File: config.mk
export PLATFORM = sky130hd
export DESIGN_NAME = present_mode_core
export DESIGN_NICKNAME = d
export VERILOG_FILES = /design/src/rtl/present_mode_core.sv
export SDC_FILE = /design/constraint.sdc
export NUM_CORES = 1
export LEC_CHECK = 0
export ABC_CLOCK_PERIOD_IN_PS = 18900
export CELL_PAD_IN_SITES_DETAIL_PLACEMENT = 1
export CELL_PAD_IN_SITES_GLOBAL_PLACEMENT = 1
export CORE_ASPECT_RATIO = 0.7
export CORE_MARGIN = 2
export CORE_UTILIZATION = 47
export CTS_CLUSTER_SIZE = 8
export DETAILED_ROUTE_END_ITERATION = 8
export PLACE_DENSITY_LB_ADDON = 0.1
export SYNTH_ARGS = -nofsm -noshare
export SYNTH_HDL_FRONTEND = slang
export SYNTH_SLANG_ARGS = --single-unit
File: constraint.sdc
create_clock -name clk -period 18.9 [get_ports clk]
set_input_delay 3.78 -clock clk [delete_from_list [all_inputs] [get_ports clk]]
set_output_delay 3.78 -clock clk [all_outputs]
set_load 0.005 [all_outputs]
File: src/rtl/present_mode_core.sv
// Iterative PRESENT-64 encryptor (80/128-bit key), one round per clock, with
// runtime-selectable ECB/CBC/CTR chaining and valid/ready handshakes on both sides.
module present_mode_core #(
  parameter int unsigned KEY_W = 80
) (
  input  logic             clk,
  input  logic             reset,
  input  logic [1:0]       i_mode,
  input  logic [KEY_W-1:0] i_key,
  input  logic             i_iv_load,
  input  logic [63:0]      i_iv,
  input  logic             i_in_valid,
  output logic             o_in_ready,
  input  logic [63:0]      i_in_data,
  output logic             o_out_valid,
  input  logic             i_out_ready,
  output logic [63:0]      o_out_data,
  output logic             o_busy
);

  if (KEY_W != 80 && KEY_W != 128) begin : g_bad_key_w
    $error("present_mode_core: KEY_W must be 80 or 128");
  end

  localparam logic [1:0] ST_IDLE = 2'd0;
  localparam logic [1:0] ST_RUN  = 2'd1;
  localparam logic [1:0] ST_DONE = 2'd2;

  localparam logic [1:0] MODE_CBC = 2'b01;
  localparam logic [1:0] MODE_CTR = 2'b10;

  function automatic logic [3:0] sbox(input logic [3:0] x);
    logic [3:0] y;
    case (x)
      4'h0: y = 4'hC;  4'h1: y = 4'h5;  4'h2: y = 4'h6;  4'h3: y = 4'hB;
      4'h4: y = 4'h9;  4'h5: y = 4'h0;  4'h6: y = 4'hA;  4'h7: y = 4'hD;
      4'h8: y = 4'h3;  4'h9: y = 4'hE;  4'hA: y = 4'hF;  4'hB: y = 4'h8;
      4'hC: y = 4'h4;  4'hD: y = 4'h7;  4'hE: y = 4'h1;  4'hF: y = 4'h2;
    endcase
    return y;
  endfunction

  function automatic logic [63:0] s_layer(input logic [63:0] x);
    logic [63:0] y;
    y = '0;
    for (int i = 0; i < 16; i++) y[4*i +: 4] = sbox(x[4*i +: 4]);
    return y;
  endfunction

  function automatic logic [63:0] p_layer(input logic [63:0] x);
    logic [63:0] y;
    y = '0;
    for (int i = 0; i < 64; i++) y[(i % 4) * 16 + i / 4] = x[i];
    return y;
  endfunction

  logic [1:0]       r_state;
  logic [5:0]       r_rc;
  logic [1:0]       r_mode;
  logic [KEY_W-1:0] r_key;
  logic [63:0]      r_s;
  logic [63:0]      r_pt;
  logic [63:0]      r_chain;
  logic [63:0]      r_out_data;

  logic             w_accept;
  logic [63:0]      w_chain_in;
  logic [63:0]      w_s_load;
  logic [63:0]      w_round_key;
  logic [63:0]      w_round_out;
  logic [KEY_W-1:0] w_key_rot;
  logic [KEY_W-1:0] w_key_next;
  logic [63:0]      w_cipher;
  logic [63:0]      w_out;
  logic [63:0]      w_chain_next;

  assign w_accept    = (r_state == ST_IDLE) && i_in_valid;
  // A same-cycle iv_load must already apply to the block being accepted.
  assign w_chain_in  = i_iv_load ? i_iv : r_chain;
  assign w_round_key = r_key[KEY_W-1 -: 64];
  assign w_round_out = p_layer(s_layer(r_s ^ w_round_key));
  assign w_key_rot   = {r_key[KEY_W-62:0], r_key[KEY_W-1:KEY_W-61]};
  assign w_cipher    = r_s ^ w_round_key;

  if (KEY_W == 80) begin : g_k80
    always_comb begin
      w_key_next         = w_key_rot;
      w_key_next[79:76]  = sbox(w_key_rot[79:76]);
      w_key_next[19:15]  = w_key_rot[19:15] ^ r_rc[4:0];
    end
  end else begin : g_k128
    always_comb begin
      w_key_next           = w_key_rot;
      w_key_next[127:124]  = sbox(w_key_rot[127:124]);
      w_key_next[123:120]  = sbox(w_key_rot[123:120]);
      w_key_next[66:62]    = w_key_rot[66:62] ^ r_rc[4:0];
    end
  end

  always_comb begin
    w_s_load = i_in_data;
    case (i_mode)
      MODE_CBC: w_s_load = i_in_data ^ w_chain_in;
      MODE_CTR: w_s_load = w_chain_in;
      default:  w_s_load = i_in_data;
    endcase
  end

  always_comb begin
    w_out        = w_cipher;
    w_chain_next = r_chain;
    case (r_mode)
      MODE_CBC: w_chain_next = w_cipher;
      MODE_CTR: begin
        w_out        = w_cipher ^ r_pt;
        w_chain_next = r_chain + 64'd1;
      end
      default: ;
    endcase
  end

  // Control and architecturally visible state.
  always_ff @(posedge clk) begin
    if (reset) begin
      r_state    <= ST_IDLE;
      r_rc       <= 6'd0;
      r_chain    <= 64'd0;
      r_out_data <= 64'd0;
    end else begin
      case (r_state)
        ST_IDLE: begin
          if (i_iv_load) r_chain <= i_iv;
          if (i_in_valid) begin
            r_state <= ST_RUN;
            r_rc    <= 6'd1;
          end
        end
        ST_RUN: begin
          // rc==32 is the final whitening step after round 31.
          if (r_rc == 6'd32) begin
            r_out_data <= w_out;
            r_chain    <= w_chain_next;
            r_state    <= ST_DONE;
            r_rc       <= 6'd0;
          end else begin
            r_rc <= r_rc + 6'd1;
          end
        end
        ST_DONE: begin
          if (i_out_ready) r_state <= ST_IDLE;
        end
        default: r_state <= ST_IDLE;
      endcase
    end
  end

  // Datapath registers; contents are don't-care outside an accepted block.
  always_ff @(posedge clk) begin
    if (w_accept) begin
      r_mode <= i_mode;
      r_key  <= i_key;
      r_pt   <= i_in_data;
      r_s    <= w_s_load;
    end else if (r_state == ST_RUN && !r_rc[5]) begin
      r_s   <= w_round_out;
      r_key <= w_key_next;
    end
  end

  assign o_in_ready  = (r_state == ST_IDLE);
  assign o_out_valid = (r_state == ST_DONE);
  assign o_busy      = (r_state != ST_IDLE);
  assign o_out_data  = r_out_data;

endmodule
==> reports/qor.yml <==
timing:
  setup_viol: 0
  hold_ws_ns: 0.4853
  slew_headroom_pct: 11.96
  finalCriticalPeriod_ns: 6.908
  fin_skew_ns: 0.03539
  hold_viol: 0
  rsz0062_at_grt: "false"
  worstMarginPinSlew_ns: 1.318
  post-route-period-util_pct: 36.55
  fin_setup_tns_ns: 0
  slew_viol_final: 0
  timing.fmax_ghz: 0.1448
min_path:
  hold_path.class: "flop to flop"
floorplanning:
  fp.dieH_um: 186.1
  die_area_um2: 49170
  die_w_um: 264.2
  pin_count: 282
  coreArea_um2: 46570
  rows: 66
  initial_core_util_pct: 47.82
route:
  drt_iter0_markers: 2403
  vias: 21200
  dr.pass1.iters: 5
  viasPerCell: 6.341
  drt_wl_total_um: 91980
  wl_per_cell_um: 27.51
  postRouteAntennaNets: 0
  drc_errors: 0
synthesis:
  ys_seq_area_share_pct: 40.90
  yosys.cell_types.count: 77
  synth_cells: 2501
  syn_area_per_cell_um2: 8.905
  synth.largest_area_cell: "edfxtp_1"
  synth_ff_type: "edfxtp_1"
  syn-cell-area_um2: 22270
  post-synth-top-area-fraction_pct: 28.31
  synth_edf_count: 210
  synth_nets: 2807
  synth_area_leaders: "edfxtp_1, dfxtp_1, nand2_1"
  synthArstFlopShare_pct: 0
  ys_ff_latch: 350
  yosysWarnings: 0
setup_path:
  worstSetupPathType: "input port to flop"
  start_kind: "input port"
  crit_path_end_kind: "flop"
  cp_data_arrival_time_ns: 7.10
  slowest_delay_ns: 0.98
  critical_path_buf_inv_count: 3
  required_ns: 19.09
  crit_fanout: 81
  cp_cell_sequence: "clkdlybuf4s50_1 -> or3b_4 -> o21ai_4 -> buf_4 -> buf_4"
  crit_top_cell: "buf_4"
  cp_slowest_cell: "buf_4"
  cp_top_family: "buffers and inverters"
cts:
  cts_buffers: 49
  numClockSinks: 350
  cts_hold_buf: 0
  cts_htree_levels: 2
  root_buffer: "clkbuf_16"
  cts_tree: "built"
  clk_path_buf_depth: 3
  post_cts_buffers: 0
  worstSkewPairLatency_ns: 0.58
  cts-resized-gates: 0
  clkTransAtPathRegs_ns: 0.05
power:
  p_per_area_nw_per_um2: 130.9
  p_leak_nw: 10.23
  peakVddDrop_uv: 72.80
layout:
  post-route-util_pct: 57.66
  drive_gt1_share_pct: 6.860
  syn2layout_area_growth_pct: 20.57
  nets: 2999
  final_cell_mix: "nand2_1, clkdlybuf4s50_1, nor2_1"
  final_common_cell: "nand2_1"
place:
  dp.final_hpwl_um: 66000
  portBuffers: 281
  gp_congestion: 0.9198
grt:
  grt_pass1_vias: 21290
  grt-ovfl-total: 0
  grt_pass1_wl_um: 134800
  antenna_found_initial: 4
  grt_usage_pct: 36.51
  grt_start_max_net_pins: 91
job:
  drv_cap: 0
status:
  status: "finished clean"
[stage by stage]
stage / cells / area, um^2 / setup WS (ns) / total power, mW
CTS: 3338 / 26840 / 12.08 / 3.468
global placement: 3254 / 25450 / 11.58 / 2.541
floorplan: 2501 / 22270 / 10.99 / 2.045
global route: 3340 / 26850 / 11.95 / 3.645
detailed placement: 3254 / 25450 / 11.51 / 2.611
finish: 3343 / 26850 / 11.99 / 3.516
[routing by layer]
metal	global-route usage [%]	routed length [um]	vias up
met1	47.09	36230	10600
met4	16.68	4298	0
met3	5.450	8059	210
met5	0	0	-
met2	61.31	43390	1067
li1	-	-	9320
[layout make-up]
type	count	area, um^2
Multi-Input combinational cell	1911	12310
Inverter	80	305.3
Timing Repair Buffer	301	2958
Clock inverter	1	16.27
Fill cell	5337	19720
Tap cell	612	765.7
Antenna cell	5	12.51
Clock buffer	83	1375
Sequential cell	350	9109
[cell usage after synthesis (10+ instances only)]
| cell | number |
|---|---|
| nor2_1 | 266 |
| o221ai_1 | 14 |
| nor4_1 | 13 |
| xnor2_1 | 120 |
| nor3_1 | 104 |
| mux2_2 | 26 |
| buf_1 | 20 |
| nand4_1 | 21 |
| buf_2 | 18 |
| xor2_1 | 57 |
| mux2i_1 | 85 |
| a211oi_1 | 27 |
| a21oi_1 | 223 |
| and3_1 | 11 |
| mux4_2 | 31 |
| ha_1 | 91 |
| o21a_1 | 10 |
| nand3_1 | 34 |
| inv_1 | 79 |
| edfxtp_1 | 210 |
| clkbuf_1 | 120 |
| o211a_1 | 13 |
| dfxtp_1 | 140 |
| o21ai_0 | 101 |
| a31oi_1 | 11 |
| a21o_1 | 16 |
| o22ai_1 | 23 |
| nand2_1 | 442 |
| a221oi_1 | 34 |
| o221a_2 | 17 |
| a22oi_1 | 11 |
[logic make-up after synthesis]
family | synth area share [%]
DFF | 40.90
buffers and inverters | 4.185
AOI/OAI and AO/OA | 15.83
adders and majority gates | 5.112
and+or+nand+nor | 18.63
muxes | 8.393
xor gates and xnor gates | 6.960
[sequential cells by signal (all words and copies together), names as in the netlist]
name        cells
o_out_data     64
r_chain        64
r_key          80
r_mode          2
r_pt           64
r_rc            6
r_s            64
r_state         2
w_key_next      4
[where the power goes]
part | switching, mW | leakage (nW) | internal (mW)
clock | 0.360 | 0.662 | 0.488
combinational | 0.982 | 6.35 | 0.594
sequential | 0.107 | 3.21 | 0.985
[worst paths after layout]
| path | cells after the start | end | slack, ns | start |
|---|---|---|---|---|
| max reg2reg | 4 | r_key[57]$_DFFE_PN_ | 15.01 | r_state[0]$_SDFFE_PP0P_ |
| min reg2reg | 2 | o_out_data[30]$_SDFFE_PP0P_ | 0.49 | o_out_data[30]$_SDFFE_PP0P_ |
| min | 2 | o_out_data[30]$_SDFFE_PP0P_ | 0.49 | o_out_data[30]$_SDFFE_PP0P_ |
| max | 5 | r_key[57]$_DFFE_PN_ | 11.99 | i_in_valid |
[tightest hold or removal path, stage by stage (launching register included)]
cell and delay, ns:
dfxtp_1 0.32, a21oi_1 0.06, nor2_1 0.07
(Power assumes the default switching activity.)
